### src/rtl/uart_pkg.sv
// Shared encodings for the UART-TAP side of the debug path.
package uart_pkg;

    localparam logic [1:0] DMI_OP_NOP   = 2'd0;
    localparam logic [1:0] DMI_OP_READ  = 2'd1;
    localparam logic [1:0] DMI_OP_WRITE = 2'd2;

    localparam logic [1:0] DMI_ERR_NONE   = 2'd0;
    localparam logic [1:0] DMI_ERR_FAILED = 2'd2;
    localparam logic [1:0] DMI_ERR_BUSY   = 2'd3;

    typedef enum logic [1:0] {
        ST_IDLE  = 2'd0,
        ST_ISSUE = 2'd1,
        ST_WAIT  = 2'd2,
        ST_LOCAL = 2'd3
    } dmi_bridge_state_e;

endpackage

### src/rtl/sync_fifo.sv
// Single-clock show-ahead FIFO; pushes when full and pops when empty are ignored.
module sync_fifo #(
    parameter int WIDTH = 8,
    parameter int DEPTH = 4,
    localparam int AW = $clog2(DEPTH)
) (
    input  logic             CLK_I,
    input  logic             RST_I,
    input  logic             push,
    input  logic [WIDTH-1:0] push_data,
    input  logic             pop,
    output logic [WIDTH-1:0] pop_data,
    output logic             full,
    output logic             empty,
    output logic [AW:0]      count
);

    logic [WIDTH-1:0] mem [DEPTH];
    logic [AW-1:0]    wr_ptr;
    logic [AW-1:0]    rd_ptr;
    logic             do_push;
    logic             do_pop;

    assign full     = (count == (AW+1)'(DEPTH));
    assign empty    = (count == '0);
    assign do_push  = push && !full;
    assign do_pop   = pop && !empty;
    assign pop_data = mem[rd_ptr];

    always_ff @(posedge CLK_I) begin
        if (do_push) begin
            mem[wr_ptr] <= push_data;
        end
    end

    // Pointers wrap naturally because DEPTH is a power of two.
    always_ff @(posedge CLK_I) begin
        if (RST_I) begin
            wr_ptr <= '0;
            rd_ptr <= '0;
            count  <= '0;
        end else begin
            if (do_push) wr_ptr <= wr_ptr + 1'b1;
            if (do_pop)  rd_ptr <= rd_ptr + 1'b1;
            case ({do_push, do_pop})
                2'b10:   count <= count + 1'b1;
                2'b01:   count <= count - 1'b1;
                default: count <= count;
            endcase
        end
    end

endmodule

### src/rtl/dmi_uart_bridge.sv
// Queues UART-TAP debug requests, issues them one at a time to the DM and returns
// responses (DM, locally generated, or timeout) through a response FIFO.
//
// state | meaning
// IDLE  | pop next request into cur when one is queued
// ISSUE | DMI request valid, waiting for the DM to accept it
// WAIT  | waiting for the DM response, timeout counter running
// LOCAL | pushing a locally built response (NOP, reserved op, timeout)
module dmi_uart_bridge
    import uart_pkg::*;
#(
    parameter int ABITS          = 7,
    parameter int DBITS          = 32,
    parameter int REQ_DEPTH      = 4,
    parameter int RESP_DEPTH     = 4,
    parameter int TIMEOUT_CYCLES = 1024
) (
    input  logic                   CLK_I,
    input  logic                   RST_I,
    input  logic                   TAP_WRITE_VALID_I,
    output logic                   TAP_WRITE_READY_O,
    input  logic [ABITS+DBITS+1:0] TAP_WRITE_DATA_I,
    output logic                   TAP_READ_VALID_O,
    input  logic                   TAP_READ_READY_I,
    output logic [ABITS+DBITS+1:0] TAP_READ_DATA_O,
    output logic                   DMI_REQ_VALID_O,
    input  logic                   DMI_REQ_READY_I,
    output logic [ABITS+DBITS+1:0] DMI_REQ_O,
    input  logic                   DMI_RESP_VALID_I,
    output logic                   DMI_RESP_READY_O,
    input  logic [DBITS+1:0]       DMI_RESP_I,
    output logic                   BUSY_O
);

    localparam int RW      = ABITS + DBITS + 2;
    localparam int REQ_CW  = $clog2(REQ_DEPTH) + 1;
    localparam int RESP_CW = $clog2(RESP_DEPTH) + 1;
    localparam int TW      = (TIMEOUT_CYCLES > 0) ? $clog2(TIMEOUT_CYCLES + 1) : 1;
    localparam logic [TW-1:0] TO_LAST = (TIMEOUT_CYCLES > 0) ? TW'(TIMEOUT_CYCLES - 1) : '0;

    // code is the op on the request side and the error code on the response side
    typedef struct packed {
        logic [ABITS-1:0] addr;
        logic [DBITS-1:0] data;
        logic [1:0]       code;
    } dmi_entry_t;

    dmi_bridge_state_e state_q, state_d;
    dmi_entry_t        cur_q, cur_d;
    dmi_entry_t        local_q, local_d;
    dmi_entry_t        req_head, resp_head, resp_push_data;
    logic [TW-1:0]     cnt_q, cnt_d;
    logic [DBITS-1:0]  resp_data;
    logic              req_push, req_pop, req_full, req_empty;
    logic              resp_push, resp_pop, resp_full, resp_empty;
    logic              resp_ready;
    logic [REQ_CW-1:0]  req_count;
    logic [RESP_CW-1:0] resp_count;

    sync_fifo #(.WIDTH(RW), .DEPTH(REQ_DEPTH)) u_req_fifo (
        .CLK_I     (CLK_I),
        .RST_I     (RST_I),
        .push      (req_push),
        .push_data (TAP_WRITE_DATA_I),
        .pop       (req_pop),
        .pop_data  (req_head),
        .full      (req_full),
        .empty     (req_empty),
        .count     (req_count)
    );

    sync_fifo #(.WIDTH(RW), .DEPTH(RESP_DEPTH)) u_resp_fifo (
        .CLK_I     (CLK_I),
        .RST_I     (RST_I),
        .push      (resp_push),
        .push_data (resp_push_data),
        .pop       (resp_pop),
        .pop_data  (resp_head),
        .full      (resp_full),
        .empty     (resp_empty),
        .count     (resp_count)
    );

    assign TAP_WRITE_READY_O = !req_full && !RST_I;
    assign req_push          = TAP_WRITE_VALID_I && TAP_WRITE_READY_O;
    assign TAP_READ_VALID_O  = (resp_count != '0);
    assign resp_pop          = TAP_READ_VALID_O && TAP_READ_READY_I;
    assign TAP_READ_DATA_O   = resp_empty ? '0 : resp_head;
    assign DMI_REQ_VALID_O   = (state_q == ST_ISSUE);
    assign DMI_REQ_O         = cur_q;
    assign DMI_RESP_READY_O  = resp_ready && !RST_I;
    assign BUSY_O            = (state_q != ST_IDLE) || (req_count != '0);
    assign resp_data         = (cur_q.code == DMI_OP_READ) ? DMI_RESP_I[DBITS+1:2] : '0;

    always_ff @(posedge CLK_I) begin
        if (RST_I) begin
            state_q <= ST_IDLE;
            cur_q   <= '0;
            local_q <= '0;
            cnt_q   <= '0;
        end else begin
            state_q <= state_d;
            cur_q   <= cur_d;
            local_q <= local_d;
            cnt_q   <= cnt_d;
        end
    end

    always_comb begin
        state_d        = state_q;
        cur_d          = cur_q;
        local_d        = local_q;
        cnt_d          = cnt_q;
        req_pop        = 1'b0;
        resp_push      = 1'b0;
        resp_push_data = local_q;
        resp_ready     = 1'b1;
        case (state_q)
            ST_IDLE: begin
                if (!req_empty) begin
                    req_pop = 1'b1;
                    cur_d   = req_head;
                    local_d = {req_head.addr, {DBITS{1'b0}},
                               (req_head.code == DMI_OP_NOP) ? DMI_ERR_NONE : DMI_ERR_FAILED};
                    if (req_head.code == DMI_OP_READ || req_head.code == DMI_OP_WRITE) begin
                        state_d = ST_ISSUE;
                    end else begin
                        state_d = ST_LOCAL;
                    end
                end
            end
            ST_ISSUE: begin
                if (DMI_REQ_READY_I) begin
                    cnt_d   = '0;
                    state_d = ST_WAIT;
                end
            end
            ST_WAIT: begin
                resp_ready = !resp_full;
                if (DMI_RESP_VALID_I && !resp_full) begin
                    resp_push      = 1'b1;
                    resp_push_data = {cur_q.addr, resp_data, DMI_RESP_I[1:0]};
                    state_d        = ST_IDLE;
                end else begin
                    if (cnt_q != '1) cnt_d = cnt_q + 1'b1;
                    // This is the last allowed WAIT cycle once the counter shows TIMEOUT-1.
                    if (TIMEOUT_CYCLES != 0 && cnt_q == TO_LAST) begin
                        local_d = {cur_q.addr, {DBITS{1'b0}}, DMI_ERR_FAILED};
                        state_d = ST_LOCAL;
                    end
                end
            end
            ST_LOCAL: begin
                if (!resp_full) begin
                    resp_push = 1'b1;
                    state_d   = ST_IDLE;
                end
            end
            default: state_d = ST_IDLE;
        endcase
    end

endmodule

### config.mk
export PLATFORM = sky130hd
export DESIGN_NAME = dmi_uart_bridge
export DESIGN_NICKNAME = d
export VERILOG_FILES = /design/src/rtl/uart_pkg.sv /design/src/rtl/sync_fifo.sv /design/src/rtl/dmi_uart_bridge.sv
export SDC_FILE = /design/constraint.sdc
export NUM_CORES = 1
export LEC_CHECK = 0
export ABC_AREA = 1
export CAP_MARGIN = 0
export CORE_UTILIZATION = 30
export CTS_CLUSTER_DIAMETER = 150
export DETAILED_ROUTE_END_ITERATION = 16
export HOLD_SLACK_MARGIN = 0.06
export PLACE_DENSITY = 0.49
export SLEW_MARGIN = 0
export SYNTH_ARGS = -nofsm -noshare
export SYNTH_HDL_FRONTEND = slang
export SYNTH_HIERARCHICAL = 1
export SYNTH_SLANG_ARGS = --single-unit
### constraint.sdc
create_clock -name CLK_I -period 11.2 [get_ports CLK_I]
set_input_delay 1.68 -clock CLK_I [delete_from_list [all_inputs] [get_ports CLK_I]]
set_output_delay 1.68 -clock CLK_I [all_outputs]
set_load 0.02 [all_outputs]
# [After elaboration in Yosys (flattened, before gate mapping)]
# Memory sizes are Yosys's and may differ from the RTL's. A register that Yosys moved wholly into a read port is not among the register bits.
# Index checks and enable logic that the tools add are counted.
# W data, S select, Z words.
[totals] reg_bits=109 latchBits=0 ram_bits=328 romBits=0 inputBits=81 output_inout_bits=87 wordCells=114 mem_count=2
[classes] n_addsub=9 n_mul=0 div=0 n_lt_le_gt_ge=0 eq_ne=21 n_shift=0 muxes=36 bitwise=1 n_reduce_logical=31
[memory_table] name="u_req_fifo.mem" depth=4 width=41 rd=1 rd_ports_with_merged_regs=1 wr=1 line_no="sync_fifo.sv:18" text="logic [WIDTH-1:0] mem [DEPTH];"
[memory_table] name="u_resp_fifo.mem" depth=4 width=41 rd=1 rd_ports_with_merged_regs=1 wr=1 line_no="sync_fifo.sv:18"
[op_table] op="$mux W41" n=6
[op_table] op="$pmux W41 S2" n=1
[op_table] op="$mux W11" n=3
[op_table] op="$mux W32" n=1
[op_table] op="$mux W2" n=11
[op_table] op="$pmux W11 S2" n=1
[op_table] op="$pmux W3 S2" n=2
[op_table] op="$reduce_and A4 Y1" n=3
[op_table] op="$add A11 B1 Y11 const B" n=1
[op_table] op="$eq A11 B10 Y1 const B" n=1
[op_table] op="$ne A11 B11 Y1 const B" n=1
[op_table] op="$eq A2 B1 Y1 const B" n=5
[op_table] op="$eq A2 B2 Y1 const B" n=5
[op_table] op="$ne A2 B2 Y1 const B" n=5
[op_table] op="$reduce_bool A2 Y1" n=5
[op_table] op="$logic_and A1 B1 Y1" n=9
[op_table] op="$mux W1" n=9
[op_table] op="$add A2 B1 Y2 const B" n=4
[op_table] op="$pmux W2 S4" n=1
[op_table] op="$add A3 B1 Y3 const B" n=2
[op_table] op="$eq A3 B3 Y1 const B" n=2
[op_table] op="$logic_not A3 Y1" n=2
[op_table] op="$reduce_bool A3 Y1" n=2
[op_table] op="$sub A3 B1 Y3 const B" n=2
[op_table] op="8 further kinds" n=14

# [Logic depth before layout (Yosys ltp)]
# Gate-level depths: netlist of run 1.
[depth] depth_word=8 mapped_depth=18 ltp_nobuf=16

# [Cells and area by module]
# The synthesis of run 1 kept the hierarchy.
[by_module_without_submodules] module="sync_fifo" n_inst=2 cells_per_inst=466 area_per_inst_um2=6565.0 seq_area_each_um2=5104.9
[by_module_without_submodules] module="dmi_uart_bridge" n_inst=1 cells_per_inst=590 area_per_inst_um2=3593.4 seq_area_each_um2=1241.2

# [Worst setup path before layout of run 1]
# OpenSTA, ideal clock, no wires.
[synth_timing] path_kind="input to register" from="in DMI_RESP_VALID_I" to="mem u_resp_fifo/mem[0][0] in the netlist's numbering (enable)" setup_time_ns=0.440 t_arrival_ns=4.463 required_ns=10.760 setup_slack_ns=6.298 path_stages=8 n_path_buf=2 path_cell_list="inv_1 nor2_1 nand2_2 buf_6 buf_2 o31ai_1 nand2_1 nor2_1"
[synth_between] elab_chain_len=6
[synth_lines] item="from (decl)" line_no="dmi_uart_bridge.sv:29" text="input logic DMI_RESP_VALID_I,"
[synth_lines] item="$logic_and A1 B1 Y1" line_no="dmi_uart_bridge.sv:140" text="if (DMI_RESP_VALID_I && !resp_full) begin"
[synth_lines] item="$mux W1" line_no="dmi_uart_bridge.sv:140"
[synth_lines] item="$pmux W1 S2" line_no="dmi_uart_bridge.sv:118" text="case (state_q)"
[synth_lines] item="named net resp_push" line_no="dmi_uart_bridge.sv:55" text="logic resp_push, resp_pop, resp_full, resp_empty;"
[synth_lines] item="$logic_and A1 B1 Y1" line_no="sync_fifo.sv:26" text="assign do_push = push && !full;"
[synth_lines] item="$mux W1" line_no="sync_fifo.sv:31" text="if (do_push) begin"
[synth_lines] item="$mux W1 (implied by the code)" line_no="sync_fifo.sv:32" text="mem[wr_ptr] <= push_data;"
[synth_lines] item="to (decl)" line_no="sync_fifo.sv:18"
# The timed path passes the listed nets, and every way through them passes these cells.

# [Final worst setup path of run 1]
[layout_timing] from="in RST_I" to="out DMI_RESP_READY_O"
[layout_between] elab_chain_len=2
[layout_lines] item="from (decl)" line_no="dmi_uart_bridge.sv:19" text="input logic RST_I,"
[layout_lines] item="$logic_not A1 Y1" line_no="dmi_uart_bridge.sv:91" text="assign DMI_RESP_READY_O = resp_ready && !RST_I;"
[layout_lines] item="$logic_and A1 B1 Y1" line_no="dmi_uart_bridge.sv:91"
[layout_lines] item="to (decl)" line_no="dmi_uart_bridge.sv:30" text="output logic DMI_RESP_READY_O,"
# No other way between the ends.

==> results_dict.tcl, run 1 <==
set metrics [dict create \
    io_pins 168 \
    synthTopCellsByCount "nor2_1 (354), edfxtp_1 (328), nand2_1 (128), o21ai_0 (113), o21ai_1 (113)" \
    ys_types 36 \
    slew_violations 0 \
    p_int_mw 3.22 \
    drive_above_1_share 0.0722 \
    end_kind "output pin" \
    post-cts-setup-buffer-count 0 \
    tightest_slew_ns 0.935 \
    leakage_nw 7.37 \
    first_pass_iters 5 \
    place_ws_ns 5.65 \
    cts_tree "yes" \
    final_area_sq_mm 0.0204 \
    antenna_found_initial 5 \
    grt_usage 0.145 \
    power.net_switching_mw 1.67 \
    synth_top_area_cell "edfxtp_1" \
    hold_path.class "reg -> reg" \
    cts_resized 0 \
    clk_pin_slew_worst_paths_ns 0.06 \
    avgSynthCellArea_sq_um 11.0 \
    peakVddDrop_uv 142 \
    netlist_area_sq_mm 0.0167 \
    syn-num-nets 1617 \
    power.share.clock 0.293 \
    finalSetupTns_ns 0 \
    cp-start-kind "input port" \
    cp.required_ns 9.52 \
    dp_hpwl_um 23600 \
    fin_hold_ws_ns 0.480 \
    core-area_sq_mm 0.0551 \
    synthArstFlopShare 0 \
    cts_buffers 45 \
    ant_nets 0 \
    initial_core_util 0.304 \
    power_frac_comb 0.308 \
    instances_no_fill 2453 \
    finalHoldViolations 0 \
    die_w_um 238 \
    rsz0062_at_grt "no" \
    arrival_ns 3.84 \
    crit_fanout 60 \
    layout.nets 1766 \
    fillers 5464 \
    synth_area_leaders "edfxtp_1 (59%), dfxtp_1 (9.6%), nor2_1 (7.9%)" \
    dpl-instance-area_sq_mm 0.0190 \
    grt_overflow_total 0 \
    detail_route.drc_violations 0 \
    fin_ws_ns 5.68 \
    cts.sinks 408 \
    seq_area_frac_synth 0.685 \
    drtIter0Drc 638 \
    synth_edf_count 328 \
    total_power_mw 4.88 \
    wl_per_cell_um 16.7 \
    finalCritPeriodShare 0.493 \
    grt_max_degree 84 \
    clockBufferDepth 3 \
    cts_max_level 2 \
    die-height_um 238 \
    cts_hold_buf 0 \
    setup_viol 0 \
    gp_congestion 0.746 \
    std_cell_rows 86 \
    status "completed" \
    routed_wl_um 40900 \
    ys.flop_type "edfxtp_1" \
    synth-seq-cells 408 \
    synth_top_area_frac 0.589 \
    powerDensity_mw_per_mm2 239 \
    dr_total_vias 11200 \
    fin_crit_ns 5.52 \
    post-route-util 0.370 \
    dieArea_sq_mm 0.0567 \
    max_slew_margin 0.377 \
    grt_pass1_vias 10900 \
    drv_cap 0 \
    clock_latency_ns 0.57 \
    switching_share 0.341 \
    portBuffers 167 \
    grt_pass1_wl_um 63600 \
    fmax_mhz 181 \
    critPathKind "in -> out" \
    synth.most_common_cell "nor2_1" \
    place_inst 2372 \
    syn_inst 1522 \
    syn_to_final_growth_pct 22.0 \
    fin_skew_ns 0.0139 \
    yosys_warnings 6 \
    p_seq_frac 0.399 \
    cts-root-buf "clkbuf_16" \
    viasPerCell 4.58 \
]
[path summary, 6_finish.rpt]
kind | startpoint | end | slack [ns] | cells past startpoint
setup / recovery | RST_I | DMI_RESP_READY_O | 5.68 | 6
setup reg to reg | u_resp_fifo/count[1] | u_resp_fifo/mem[2][40] | 7.68 | 9
hold reg to reg | DMI_REQ_O[27] | DMI_REQ_O[27] | 0.48 | 2
hold / removal | DMI_REQ_O[27] | DMI_REQ_O[27] | 0.48 | 2
[cell usage in the layout, fill, tap and decap left out, types with 3 or more instances in the layout]
cell type / count
a21oi_1: 26
a21oi_2: 9
buf_4: 17
bufinv_16: 3
clkbuf_1: 17
clkbuf_16: 45
clkbuf_8: 4
clkdlybuf4s50_1: 167
clkinv_1: 6
clkinv_2: 5
dfxtp_1: 77
dfxtp_2: 3
edfxtp_1: 328
ha_1: 12
inv_1: 110
inv_2: 12
nand2_1: 128
nand2_2: 7
nand3_1: 37
nand3b_1: 3
nand4_1: 3
nor2_1: 346
nor2_4: 10
nor3_1: 3
nor3b_1: 4
o21ai_0: 113
o21ai_1: 113
o22ai_1: 82
[metal layers]
metal	part of all wire	vias to the layer above	GRT usage
met4	0.021	6	0.0410
met5	0.0011	-	0
li1	-	5543	-
met3	0.067	66	0.0392
met1	0.45	5326	0.189
met2	0.46	284	0.235
[sequential cells by signal (all words and copies together) (netlist names), named ones only]
name                cells
u_req_fifo/count        3
DMI_REQ_O              41
u_resp_fifo/count       3
local_q                 8
u_resp_fifo/mem       164
u_resp_fifo/rd_ptr      2
u_resp_fifo/wr_ptr      2
u_req_fifo/wr_ptr       2
u_req_fifo/rd_ptr       2
state_q                 2
cnt_q                  11
u_req_fifo/mem        164
[worst max-delay path, cell delays in order]
cell and delay, ns:
clkdlybuf4s50_1 0.59, inv_2 0.10, buf_4 0.54, nand2_1 0.13, inv_1 0.08, clkdlybuf4s50_1 0.70
[layout make-up]
class,count,area (sq um),area share
antenna,1,2.50,0.000123
inverter,125,472,0.0231
clock inverter,14,170,0.00834
multi-input combinational,907,4330,0.212
timing repair buffer,184,1800,0.0882
clock buffer,66,1240,0.0610
sequential,408,11500,0.561
tap,748,936,0.0459
[power by group through the flow]
stage               Clock, mW  Combinational, mW  Sequential (mW)
finish                   1.43               1.50             1.95
floorplan                   0              0.885             2.05
global route             1.54               1.67             1.97
global placement            0               1.51             1.97
detailed placement          0               1.52             1.98
CTS                      1.47               1.53             1.95
[cell families after synthesis]
group	Yosys count	share of synthesized area
simple gates	547	0.131
flops	408	0.685
compound gates	346	0.113
buf+inv	207	0.0602
fa+ha+maj	14	0.0114
(Power assumes the default switching activity.)
==> inputs of run 2 (changes only) <==
Clock period 11.2 ns to 5.5 ns, I/O delays scaled along.
==> run 2 against run 1 <==
- sequential share of layout area hardly changed
- die area stayed put
- worst hold slack better by 0.0043 ns
- clock skew barely moved
- first-iteration DRC count down 0.31%
- clock power increased by 100%
- critical path depth rose by 1
- setup slack lost 4.1 ns
- total power up 100%
- design area hardly changed
- final cell count grew 0.16%
- largest cell class unchanged
- largest power group unchanged
==> results_dict.tcl, run 2 (synthesis gave the netlist of run 1 again) <==
set metrics [dict create \
    status "completed" \
    cts_buffers 45 \
    cp.required_ns 4.68 \
    cts.sinks 408 \
    grt_max_degree 83 \
    power.net_switching_mw 3.40 \
    max_slew_margin 0.387 \
    rsz0062_at_grt "no" \
    drive_above_1_share 0.0761 \
    portBuffers 167 \
    layout_commonest_cell "nor2_1" \
    io_pins 168 \
    switching_share 0.343 \
    cts_max_level 2 \
    timing.rr.end "u_resp_fifo/mem[0][18]" \
    dp_hpwl_um 25400 \
    std_cell_rows 86 \
    final_area_sq_mm 0.0204 \
    tightest_slew_ns 0.920 \
    viasPerCell 4.60 \
    cp-endpoint "TAP_READ_DATA_O[24]" \
    routed_wl_um 41500 \
    cp-start-kind "flip-flop" \
    core-area_sq_mm 0.0551 \
    clock_latency_ns 0.57 \
    grt_pass1_vias 11000 \
    fin_skew_ns 0.0143 \
    drtIter0Drc 636 \
    layout.nets 1771 \
    detail_route.drc_violations 0 \
    power_frac_comb 0.313 \
    cts_resized 0 \
    fmax_mhz 256 \
    initial_core_util 0.304 \
    clockBufferDepth 3 \
    worst-path-buf-inv 4 \
    syn_to_final_growth_pct 22.1 \
    hold_path.class "reg -> reg" \
    die-height_um 238 \
    cp_top_family "buffers and inverters" \
    first_pass_iters 5 \
    final_cell_mix "nor2_1 (346), edfxtp_1 (328), clkdlybuf4s50_1 (167), nand2_1 (128)" \
    gp_congestion 0.760 \
    arrival_ns 3.08 \
    p_int_mw 6.51 \
    grt_pass1_wl_um 64200 \
    end_kind "output pin" \
    drv_cap 0 \
    busiest_layer "met2" \
    crit_chain "inv_2 -> buf_4 -> o21ai_0 -> o22ai_1 -> inv_1 -> nor2_1 -> clkdlybuf4s50_1" \
    post-cts-setup-buffer-count 0 \
    cp_slowest_cell "clkdlybuf4s50_1" \
    p_seq_frac 0.398 \
    fin_hold_ws_ns 0.484 \
    clk_pin_slew_worst_paths_ns 0.06 \
    slew_violations 0 \
    cts_tree "yes" \
    critPathKind "reg -> out" \
    use_met1 0.188 \
    cts_hold_buf 0 \
    finalHoldViolations 0 \
    rrSetupSlack_ns 1.89 \
    crit_path_max_incr_delay_ns 0.61 \
    antenna_found_initial 6 \
    r2r_cells 9 \
    wl_per_cell_um 16.9 \
    leakage_nw 7.38 \
    fin_ws_ns 1.59 \
    r2r_start "u_resp_fifo/count[1]" \
    grt_overflow_total 0 \
    power.share.clock 0.289 \
    cts-root-buf "clkbuf_16" \
    met3_usage 0.0466 \
    dpl-instance-area_sq_mm 0.0190 \
    fin_crit_ns 3.91 \
    setup_viol 0 \
    grt_usage 0.146 \
    crit_cells 7 \
    finalSetupTns_ns 0 \
    finalCritPeriodShare 0.710 \
    powerDensity_mw_per_mm2 485 \
    dieArea_sq_mm 0.0567 \
    crit_fanout 49 \
    met2_usage 0.237 \
    ant_nets 0 \
    dr_total_vias 11300 \
    place_ws_ns 1.28 \
    peakVddDrop_uv 283 \
    die_w_um 238 \
]
## run 2: cell types whose count changed in the layout (fill, tap and decap cells not counted)
cell,change
clkbuf_1,-3
bufinv_16,-1
buf_4,+5
clkinvlp_4,+2
clkinv_2,+1
## run 2: power groups by stage
stage / clock, mW / sequential (mW) / combinational (mW)
after global placement: 0 / 4.01 / 3.12
after global routing: 3.07 / 3.99 / 3.44
final: 2.86 / 3.94 / 3.09
after CTS: 2.96 / 3.95 / 3.15
after floorplan: 0 / 4.17 / 1.80
after detailed placement: 0 / 4.01 / 3.14
## run 2: cell type report
| class | count | area (sq um) |
|---|---|---|
| Sequential cell | 408 | 11500 |
| Inverter | 125 | 472 |
| Timing Repair Buffer | 189 | 1840 |
| Fill cell | 5448 | 34700 |
| Clock inverter | 16 | 160 |
| Clock buffer | 63 | 1230 |
| Multi-Input combinational cell | 907 | 4330 |
| Tap cell | 748 | 936 |
| Antenna cell | 1 | 2.50 |
## run 2: through the flow
step,util,instances,power [mW]
after global routing,0.371,2456,10.5
final,0.371,2457,9.90
after CTS,0.371,2456,10.1
after floorplan,-,1522,5.97
after detailed placement,0.345,2377,7.15
after global placement,0.345,2377,7.12
## run 2: metal layers
metal,share of wire,vias up
met5,0.0015,-
met4,0.017,10
met3,0.073,64
met2,0.46,263
met1,0.45,5386
li1,-,5567
## run 2: worst min-delay path: stages, from the launching register on
cell and delay (ns):
dfxtp_1 0.32, nor2_1 0.04, nor2_1 0.08
## run 2: worst min-delay path by stage
stage                         startpoint              endpoint  slack (ns)  cells after the start
floorplan           u_req_fifo/rd_ptr[0]             flip-flop        0.45                      2
global placement    u_req_fifo/rd_ptr[0]  u_req_fifo/rd_ptr[0]        0.46                      2
detailed placement         DMI_REQ_O[21]         DMI_REQ_O[21]        0.48                      2
CTS                        DMI_REQ_O[15]         DMI_REQ_O[15]        0.49                      2
global route               DMI_REQ_O[28]         DMI_REQ_O[28]        0.51                      2
finish                     DMI_REQ_O[33]         DMI_REQ_O[33]        0.48                      2
==> inputs of run 3 (changes only) <==
Settings changed: PLACE_DENSITY 0.49 to 0.51.
Clock period 5.5 ns to 3.32 ns, I/O delays scaled along.
==> run 3 against run 2 <==
- first-iteration DRC count up 0.47%
- final cell count up 0.45%
- count of clock-buffer cells in the layout up 3
- design area up 1.1%
- utilization up 0.41 points
- clock power up 65%
- worst hold slack worse by 0.0044 ns
- total power up 66%
- via count up 0.11%
- critical path type unchanged
- critical endpoint is now TAP_READ_DATA_O[14]
==> results_dict.tcl, run 3 (synthesis gave the netlist of run 1 again) <==
set metrics [dict create \
    cts_buffers 44 \
    fin_skew_ns 0.0278 \
    peakVddDrop_uv 480 \
    detail_route.drc_violations 0 \
    cp.required_ns 2.82 \
    hold_path.class "reg -> reg" \
    setup_viol 0 \
    clockBufferDepth 3 \
    finalHoldViolations 0 \
    dp_hpwl_um 25000 \
    syn_to_final_growth_pct 23.5 \
    fillers 5470 \
    crit_fanout 31 \
    clock_latency_ns 0.55 \
    tightest_slew_ns 0.968 \
    cts_tree "yes" \
    core-area_sq_mm 0.0551 \
    grt_max_degree 83 \
    max_slew_margin 0.353 \
    whs_path_depth 2 \
    fin_ws_ns 0.257 \
    drive_above_1_share 0.0802 \
    end_kind "output pin" \
    fin_crit_ns 3.06 \
    antenna_found_initial 1 \
    portBuffers 167 \
    die-height_um 238 \
    ant_nets 0 \
    cts_max_level 2 \
    worst-path-buf-inv 4 \
    cts.sinks 408 \
    arrival_ns 2.57 \
    critPathKind "reg -> out" \
    place_ws_ns 0.341 \
    cts-root-buf "clkbuf_16" \
    grt_pass1_wl_um 63600 \
    timing.rr.end "u_resp_fifo/count[1]" \
    final_cell_mix "nor2_1 (346), edfxtp_1 (328), clkdlybuf4s50_1 (166), nand2_1 (128)" \
    layout.nets 1781 \
    dr_total_vias 11300 \
    routed_wl_um 41200 \
    fin_hold_ws_ns 0.479 \
    die_w_um 238 \
    std_cell_rows 86 \
    hp-start "u_req_fifo/rd_ptr[0]" \
    cts_hold_buf 0 \
    place_inst 2388 \
    first_pass_iters 5 \
    powerDensity_mw_per_mm2 797 \
    rrSetupSlack_ns 0.55 \
    initial_core_util 0.304 \
    grt_pass1_vias 11000 \
    dieArea_sq_mm 0.0567 \
    r2r_cells 9 \
    drv_cap 0 \
    rsz0062_at_grt "no" \
    fmax_mhz 326 \
    clk_pin_slew_worst_paths_ns 0.06 \
    wl_per_cell_um 16.7 \
    crit_path_max_incr_delay_ns 0.61 \
    leakage_nw 7.47 \
    cp_slowest_cell "clkdlybuf4s50_1" \
    io_pins 168 \
    viasPerCell 4.58 \
    finalCritPeriodShare 0.923 \
    gp_congestion 0.757 \
    instances_no_fill 2468 \
    drtIter0Drc 639 \
    grt_usage 0.144 \
    cp_top_family "buffers and inverters" \
    slew_violations 0 \
    crit_chain "inv_4 -> buf_4 -> o21ai_0 -> o22ai_1 -> inv_1 -> nor2_1 -> clkdlybuf4s50_1" \
    post-cts-setup-buffer-count 0 \
    num_antenna_cells 0 \
    status "completed" \
    grt_overflow_total 0 \
    layout_commonest_cell "nor2_1" \
    cp-start-kind "flip-flop" \
    total_power_mw 16.5 \
    r2r_start "u_resp_fifo/count[1]" \
]
run 3: layer usage:
layer	wire length [um]	up-vias	GRT usage	part of all wire
met1	18700	5389	0.190	0.45
met4	541	2	0.0313	0.013
met2	19500	281	0.241	0.47
met3	2560	42	0.0317	0.062
li1	-	5588	-	-
met5	17	-	0	0.00041
run 3: metrics by stage:
stage / utilization / instance area, sq um / setup TNS [ns]
5_1_grt: 0.375 / 20600 / 0
2_1_floorplan: - / 16700 / -90.25
3_5_place_dp: 0.350 / 19300 / 0
4_1_cts: 0.375 / 20600 / 0
3_3_place_gp: 0.350 / 19300 / 0
6_report: 0.375 / 20600 / 0
run 3: what timing repair did:
action,in CTS,in global routing
setup endpoints to repair,1,0
hold endpoints to repair,0,0
gates resized for setup,1,0
run 3: report_power, final:
group	internal (mW)	leakage, nW	total [mW]	switching, mW
Clock	2.81	0.673	4.73	1.92
Combinational	1.88	2.92	5.19	3.31
Sequential	6.22	3.88	6.54	0.321
Total	10.9	7.47	16.5	5.55
run 3: worst max-delay path by stage:
stage,end,cells after the start
final,TAP_READ_DATA_O[14],7
after global routing,TAP_READ_DATA_O[14],7
after CTS,TAP_READ_DATA_O[14],7
after detailed placement,u_resp_fifo/count[1],10
after global placement,u_resp_fifo/count[2],15
after floorplan,u_resp_fifo/mem[0][0],10
run 3: cell type report:
cell class	instances	area (sq um)	share of cell area
multi-input cells	907	4330	0.210
clock inverters	14	154	0.00745
inverters	125	474	0.0230
well taps	748	936	0.0453
flip-flops and latches	408	11500	0.555
repair buffers	200	2070	0.100
clock buffers	66	1240	0.0599
run 3: worst reg2reg max path, delay by kind of cell (launching register included):
family,cells,cell delay [ns]
DFF,1,0.34
buffers and inverters,3,0.31
and+or+nand+nor,2,0.58
adders and majority gates,2,0.76
AOI/OAI and AO/OA,2,0.70
